==> config.mk <==
export PLATFORM = sky130hd
export DESIGN_NAME = mem_port_arbiter
export DESIGN_NICKNAME = d
export VERILOG_FILES = /design/src/rtl/mem_port_arbiter.sv
export SDC_FILE = /design/constraint.sdc
export NUM_CORES = 1
export LEC_CHECK = 0
export ABC_AREA = 0
export CAP_MARGIN = 20
export CORE_AREA = 2 2 78 80
export DETAILED_ROUTE_END_ITERATION = 6
export DIE_AREA = 0 0 80 82
export DONT_BUFFER_PORTS = 1
export GPL_TIMING_DRIVEN = 0
export PLACE_DENSITY = 0.38
export SLEW_MARGIN = 10
export SYNTH_ARGS = -nofsm -noshare
export SYNTH_HDL_FRONTEND = slang
export SYNTH_SLANG_ARGS = --single-unit
==> constraint.sdc <==
create_clock -name clk1 -period 2.05 [get_ports clk1]
set_input_delay 0.5125 -clock clk1 [delete_from_list [all_inputs] [get_ports clk1]]
set_output_delay 0.5125 -clock clk1 [all_outputs]
set_load 0.05 [all_outputs]
==> src/rtl/mem_port_arbiter.sv <==
// Shares one single-port RAM between instruction fetch and data load/store; data wins until it has starved fetch MAX_DM_RUN times.
// Grants are same-cycle combinational, read data returns one cycle after the grant; a losing requester simply holds its request.
module mem_port_arbiter #(
  parameter int AW         = 10,
  parameter int DW         = 32,
  parameter int MAX_DM_RUN = 4
) (
  input  logic          clk1,
  input  logic          rst_n,
  input  logic          halted,
  input  logic          if_req,
  input  logic [AW-1:0] if_addr,
  output logic          if_gnt,
  output logic          if_rvalid,
  output logic [DW-1:0] if_rdata,
  output logic          if_stall,
  input  logic          dm_req,
  input  logic          dm_we,
  input  logic [AW-1:0] dm_addr,
  input  logic [DW-1:0] dm_wdata,
  output logic          dm_gnt,
  output logic          dm_rvalid,
  output logic [DW-1:0] dm_rdata,
  output logic          mem_en,
  output logic          mem_we,
  output logic [AW-1:0] mem_addr,
  output logic [DW-1:0] mem_wdata,
  input  logic [DW-1:0] mem_rdata
);

  typedef enum logic [1:0] {RSP_NONE, RSP_IF, RSP_DM} rsp_t;

  localparam logic [3:0] RUN_CAP = 4'(MAX_DM_RUN);

  rsp_t       rsp_sel;
  logic [3:0] dm_run;
  logic       if_elig;
  logic       grant_if;
  logic       grant_dm;

  // Grants are gated by rst_n so nothing reaches the RAM while reset is held.
  assign if_elig  = if_req && !halted;
  assign grant_dm = rst_n && dm_req && !(if_elig && (dm_run == RUN_CAP));
  assign grant_if = rst_n && if_elig && !grant_dm;

  assign if_gnt    = grant_if;
  assign dm_gnt    = grant_dm;
  assign if_stall  = rst_n && if_elig && !grant_if;

  assign mem_en    = grant_if || grant_dm;
  assign mem_we    = grant_dm && dm_we;
  assign mem_addr  = grant_dm ? dm_addr : (grant_if ? if_addr : '0);
  assign mem_wdata = grant_dm ? dm_wdata : '0;

  assign if_rvalid = rst_n && (rsp_sel == RSP_IF);
  assign dm_rvalid = rst_n && (rsp_sel == RSP_DM);
  assign if_rdata  = if_rvalid ? mem_rdata : '0;
  assign dm_rdata  = dm_rvalid ? mem_rdata : '0;

  always_ff @(posedge clk1 or negedge rst_n) begin
    if (!rst_n) begin
      rsp_sel <= RSP_NONE;
      dm_run  <= '0;
    end else begin
      if (grant_if)
        rsp_sel <= RSP_IF;
      else if (grant_dm && !dm_we)
        rsp_sel <= RSP_DM;
      else
        rsp_sel <= RSP_NONE;

      // Only counts data wins that actually made fetch wait.
      if (grant_if || !if_elig)
        dm_run <= '0;
      else if (grant_dm)
        dm_run <= dm_run + 4'd1;
    end
  end

endmodule

==> results of run 1 <==
## how the worst max path moves through the flow
stage / from / endpoint
after floorplan: dm_run[0] / if_stall
after global placement: rst_n / dm_rdata[1]
after detailed placement: rst_n / dm_rdata[1]
after CTS: dm_run[1] / if_gnt
after global routing: dm_run[1] / mem_wdata[26]
final: dm_run[0] / mem_wdata[26]
## timing repair
action / 4_1_cts / 5_1_grt
hold endpoints to repair: 6 / 0
gates cloned: 2 / 4
gates resized for setup: 134 / 31
setup buffers: 9 / 2
setup endpoints to repair: 108 / 93
hold buffers: 1 / 0
pin swaps: 49 / 16
## logic make-up after synthesis
logic type	after synthesis	synth area share
AND/OR/NAND/NOR	129	0.586
adder cells (fa/ha/maj)	2	0.0187
buffers and inverters	30	0.0915
flip-flops	6	0.112
AO/OA/AOI/OAI	38	0.191
## registers in the layout, summed over array words and instances, names as in the netlist
name / flops
dm_run: 4
rsp_sel: 2
## per-stage QoR
stage	utilization	hold slack, ns	total power, mW	setup WS [ns]
after floorplan	-	0.217	0.446	-0.0863
after global placement	0.275	0.217	0.473	-0.310
after detailed placement	0.275	0.217	0.472	-0.297
after CTS	0.359	0.370	0.714	-0.203
after global routing	0.389	0.366	0.765	-0.296
final	0.389	0.371	0.737	-0.240
## routing by layer
| metal | vias up | global-route usage | part of all wire | wire [um] |
|---|---|---|---|---|
| met5 | - | 0 | 0 | 0 |
| met1 | 727 | 0.145 | 0.35 | 1910 |
| met2 | 119 | 0.276 | 0.56 | 3000 |
| li1 | 695 | - | - | - |
| met3 | 4 | 0.0154 | 0.085 | 457 |
| met4 | 0 | 0.0305 | 0.0056 | 30 |
## layout by cell type (no fill, tap or decap), types with 2 or more instances in the layout
| cell type | count |
|---|---|
| and2_4 | 91 |
| nand2_1 | 13 |
| a21oi_1 | 13 |
| inv_1 | 12 |
| buf_4 | 11 |
| o21a_4 | 10 |
| a211oi_2 | 7 |
| dfrtp_1 | 6 |
| buf_8 | 5 |
| clkbuf_16 | 5 |
| nand2b_1 | 5 |
| clkbuf_2 | 4 |
| and2_1 | 4 |
| clkbuf_8 | 4 |
| buf_2 | 3 |
| buf_6 | 3 |
| nor2b_1 | 3 |
| a211oi_4 | 3 |
| and2_2 | 2 |
| a21oi_4 | 2 |
| buf_12 | 2 |
| nand4b_1 | 2 |
| a31oi_1 | 2 |
## worst max-delay path, cell delays in order, from the launching register on
cell and delay [ns]:
dfrtp_1 0.35, inv_1 0.05, ha_2 0.19, and3b_4 0.22, a21oi_4 0.18, buf_12 0.16, buf_12 0.15, and2_4 0.25
## power by group through the flow
stage               combinational, mW  sequential, mW  clock [mW]
detailed placement              0.348           0.124           0
global placement                0.349           0.124           0
finish                          0.437           0.122       0.177
floorplan                       0.322           0.124           0
CTS                             0.415           0.122       0.177
global route                    0.458           0.122       0.185
## area by class of cell
| type | instances | area (sq um) | share of cell area |
|---|---|---|---|
| multi-input combinational | 169 | 1480 | 0.663 |
| sequential | 6 | 150 | 0.0673 |
| clock buffer | 3 | 41.3 | 0.0185 |
| inverter | 12 | 45.0 | 0.0202 |
| timing repair buffer | 18 | 231 | 0.104 |
| tap | 75 | 93.8 | 0.0420 |
| buffer | 18 | 191 | 0.0858 |
==> results.md, run 1 <==
* Slew margin rel. at 0.633
* Die width at approximately 80 um
* Fill cell count at around 600
* CTS tree: built
* Outcome: complete, but fails checks
* Hold_sp: dm_we
* Core area at roughly 5700 sq um
* Max Cap Viol at 0
* DRC at 0
* Hold Crit Class: in -> reg
* Clock Skew at 0.00532 ns
* Hpwl dp at approximately 4100 um
* Sw Pwr at approximately 0.35 mW
* Initial DRC Count at 37
* Number of synthesized register bits at 6
* Reg2reg path depth at 6
* Cell Rows at 28
* Placed cell area at between 1500 and 2000 sq um
* ANT nets after route at 0
* Die Area at roughly 6600 sq um
* Final Instance Area at 2230 sq um
* WP data arrival at 1.78 ns
* Pwr Density at between 300 and 400 nW/um^2
* R2r startpoint: dm_run[0]
* First-pass GRT wire length at 6820 um
* Clock root buffer: clkbuf_8
* WL/cell at ~18 um
* Clock power frac at 0.240
* Seq pwr share at 0.166
* Worst Path Max Fanout at 6
* Ys flop type: dfrtp_1
* Count of final hold-check violations at 0
* CP Class: reg -> out
* Top Ports at around 200
* Syn Std Cell Area at 1340 sq um
* Crit end category: output pin
* Post-DR vias/cell at about 5.1
* Req. time, crit path at between 1.5 and 2 ns
* Sequential area share after synthesis at 0.112
* Post-synth ARST share at 1.00
* Port buffer count at 0
* FF-to-FF End: rsp_sel[0]
* Post-synth EDFFs at 0
* Ant. Diodes at 0
* RSZ-0062 raised after global routing: true
* Yosys Warn Count at 0
* Fmax at between 400 and 500 MHz
* Layout overhead on the synthesized area at 66.6%
* Nets@finish at 320
* Num CTS Buffers at 3
* Synth area leaders: and2_1 45%, dfrtp_1 11%, o21a_1 6.2%, a211oi_1 5.6%, a21oi_1 5.2%
* Hold path endpoint: rsp_sel[1]
* Share of layout cells above drive strength 1 at 0.699
* Minimum clock period at between 2 and 2.5 ns
* Failing checks: setup timing
* Max Slew Vio Count at 0
* All-Layer GR Usage at 0.134
* Final setup vio count at 45
* Top-count cell post-synth: and2_1
* Synth Instances at 205
* Switching share of power at 0.478
* Yosys top cell by area: and2_1
* CTS HTree Levels at 1
* Final wirelength at 5390 um
* Syn Nets at between 200 and 300
* Combinational group share of total power at 0.594
* Final period util at 1.12
* Top cells by count, synth: 97 x and2_1, 14 x a21oi_1, 13 x nand2_1
* Max rail drop VDD at 0.161 mV
* CP startpoint kind: register
* Clock sink count at 6
* Skew-Pair Late Insertion Delay at between 0.2 and 0.25 ns
* Initial antenna violation count at 0
* Yosys cell types at 25
* Setup_tns at -8.41 ns
* Die Ht at between 80 and 90 um
* Largest net degree at the start of global routing at 11
* Vias in the first global route at 1346
* Area share of the largest cell type after synthesis at 0.453
* Initial Utilization at 0.233
* DP Cell Count at between 200 and 300
* Worst-Margin Slew at between 0.5 and 0.6 ns
* Syn avg cell area at roughly 6.5 sq um
* Setup ws final at -0.240 ns
* Routability cong. at between 0.6 and 0.7
* Worst hold path depth at 1
* CTS clk-pin slew, worst paths at 0.03 ns
* Register-to-Register Setup Slack at around 0.38 ns
* Grt total ovfl at 0
* Bufs on Longest Clock Path at 2
* Non-filler cells, final at roughly 300
* Leakage at between 0.9 and 1 nW
* DR pass1 iterations at 4
* Vias at about 1500
* Cell internal pwr at between 0.3 and 0.4 mW
Power figures use the tool's default switching activity.
==> run 2: changes to the inputs <==
--- a/config.mk
+++ b/config.mk
@@ -17,3 +17,4 @@
 export SYNTH_ARGS = -nofsm -noshare
 export SYNTH_HDL_FRONTEND = slang
 export SYNTH_SLANG_ARGS = --single-unit
+export TNS_END_PERCENT = 1
==> run 2 against run 1 <==
- the flow still finishes with violations (setup timing)
- register-to-register slack about the same
- core utilization decreased by 4.1 points
- final area is 11% lower
- global-route usage down 0.73 points
- worst hold slack lost 0.012 ns
- routed wire length shrank 7.5%
- largest power group unchanged
==> results.md, run 2 (same netlist as run 1, synthesis figures left out) <==
* RSZ-0062 raised after global routing: true
* Bufs on Longest Clock Path at 2
* Seq pwr share at 0.173
* CTS clk-pin slew, worst paths at ~0.04 ns
* Failing checks: setup timing
* Crit end category: output pin
* First-pass GRT wire length at roughly 6500 um
* Vias at roughly 1500
* Core area at about 5700 sq um
* Initial antenna violation count at 0
* Vias in the first global route at approximately 1300
* Die Ht at approximately 82 um
* DR pass1 iterations at 3
* Skew-Pair Late Insertion Delay at 0.22 ns
* Cell Rows at 28
* Cell internal pwr at around 0.36 mW
* Final setup vio count at 45
* Outcome: complete, but fails checks
* CP Class: reg -> out
* Initial Utilization at 0.233
* Clock Skew at approximately 0.0032 ns
* Largest net degree at the start of global routing at 11
* Max Cap Viol at 0
* Port buffer count at 0
* Clock root buffer: clkbuf_8
* Die Area at 6560 sq um
* Max reg flops at 4
* Largest reg by FF count: dm_run
* Worst Path Max Fanout at 4
* Fill cell count at about 600
* Leakage at 0.879 nW
* CP startpoint kind: register
* Hpwl dp at between 3000 and 4000 um
* CTS HTree Levels at 1
* Core Util, Final at 0.347
* Routability cong. at around 0.76
* WP data arrival at 1.73 ns
* Num CTS Buffers at 3
* Hold Crit Class: in -> reg
* Switching share of power at 0.486
* Commonest non-fill, non-tap cell in the layout: and2_4
* Clock sink count at 6
* Minimum clock period at 2.24 ns
* Nets@finish at around 310
* Post-DR vias/cell at just over 5
* Fmax at approximately 450 MHz
* Biggest regs: dm_run: 4 flops, rsp_sel: 2 flops
* Max rail drop VDD at between 0.15 and 0.2 mV
* Initial DRC Count at 28
* Share of layout cells above drive strength 1 at 0.678
* Grt total ovfl at 0
* Most frequent cells in the layout: 69 x and2_4, 22 x and2_2, 13 x nand2_1, 13 x a21oi_1, 10 x inv_1
* Clock power frac at 0.252
* Worst-Margin Slew at 0.544 ns
* Max Slew Vio Count at 0
* Top Ports at a little over 200
* Setup ws final at -0.191 ns
* Pwr Density at roughly 350 nW/um^2
* Hold WS at 0.360 ns
* Ant. Diodes at 0
* Req. time, crit path at roughly 1.5 ns
* Combinational group share of total power at 0.574
* CTS tree: built
* Total Power at approximately 0.71 mW
* Pre-CTS setup slack at -0.437 ns
* Count of final hold-check violations at 0
* All-Layer GR Usage at 0.127
* Die width at approximately 80 um
* Sw Pwr at around 0.34 mW
* Final period util at 1.09
* WL/cell at between 15 and 20 um
* ANT nets after route at 0
* Slew margin rel. at 0.636
* Final wirelength at about 5000 um
* DRC at 0
* Layout overhead on the synthesized area at 48.9%
run 2: stage by stage:
| stage | TNS (ns) | instances | instance area (sq um) |
|---|---|---|---|
| CTS | -9.77 | 289 | 1950 |
| floorplan | -3.17 | 205 | 1400 |
| finish | -6.44 | 289 | 2000 |
| global placement | -23.74 | 280 | 1500 |
| global route | -10.30 | 289 | 2000 |
| detailed placement | -26.02 | 280 | 1500 |
run 2: power groups by stage:
stage	Clock [mW]	Sequential, mW	Combinational (mW)
finish	0.178	0.122	0.405
global route	0.194	0.123	0.425
global placement	0	0.124	0.332
detailed placement	0	0.124	0.331
CTS	0.186	0.122	0.401
floorplan	0	0.124	0.305
run 2: area by class of cell:
cell class                      instances  area, sq um  share of cell area
Clock buffer                            3         41.3              0.0207
Timing Repair Buffer                    6         70.1              0.0351
Sequential cell                         6          150              0.0752
Tap cell                               75         93.8              0.0470
Inverter                               12         45.0              0.0226
Multi-Input combinational cell        169         1420               0.710
Buffer                                 18          178              0.0890
run 2: path summary, 6_finish.rpt:
kind                       slack, ns          to       from  cells past startpoint
max in group asynchronous       1.21  rsp_sel[0]      rst_n                      1
setup / recovery               -0.19      if_gnt  dm_run[0]                      6
setup reg to reg                0.39  rsp_sel[0]  dm_run[0]                      6
min in group asynchronous       0.61   dm_run[0]      rst_n                      1
hold reg to reg                 0.63   dm_run[3]  dm_run[3]                      2
hold / removal                  0.36  rsp_sel[1]      dm_we                      1
run 2: routing by layer:
metal / share of wire / track usage
met4: 0.0094 / 0.0407
met3: 0.080 / 0.0132
met5: 0 / 0
met1: 0.36 / 0.139
met2: 0.55 / 0.253
run 2: repair_timing:
item,in CTS,in global routing
resized for setup,156,36
pin swaps,50,2
setup endpoints to repair,108,93
gates cloned,1,0
hold buffers,1,0
setup buffers,4,0
endpoints found under the hold margin,6,0
run 2: worst max-delay path, cell delays in order, from the launching register on:
cell and delay (ns):
dfrtp_1 0.40, inv_2 0.07, ha_4 0.13, nand3b_1 0.18
clkbuf_8 0.22, buf_6 0.12, a21oi_4 0.38
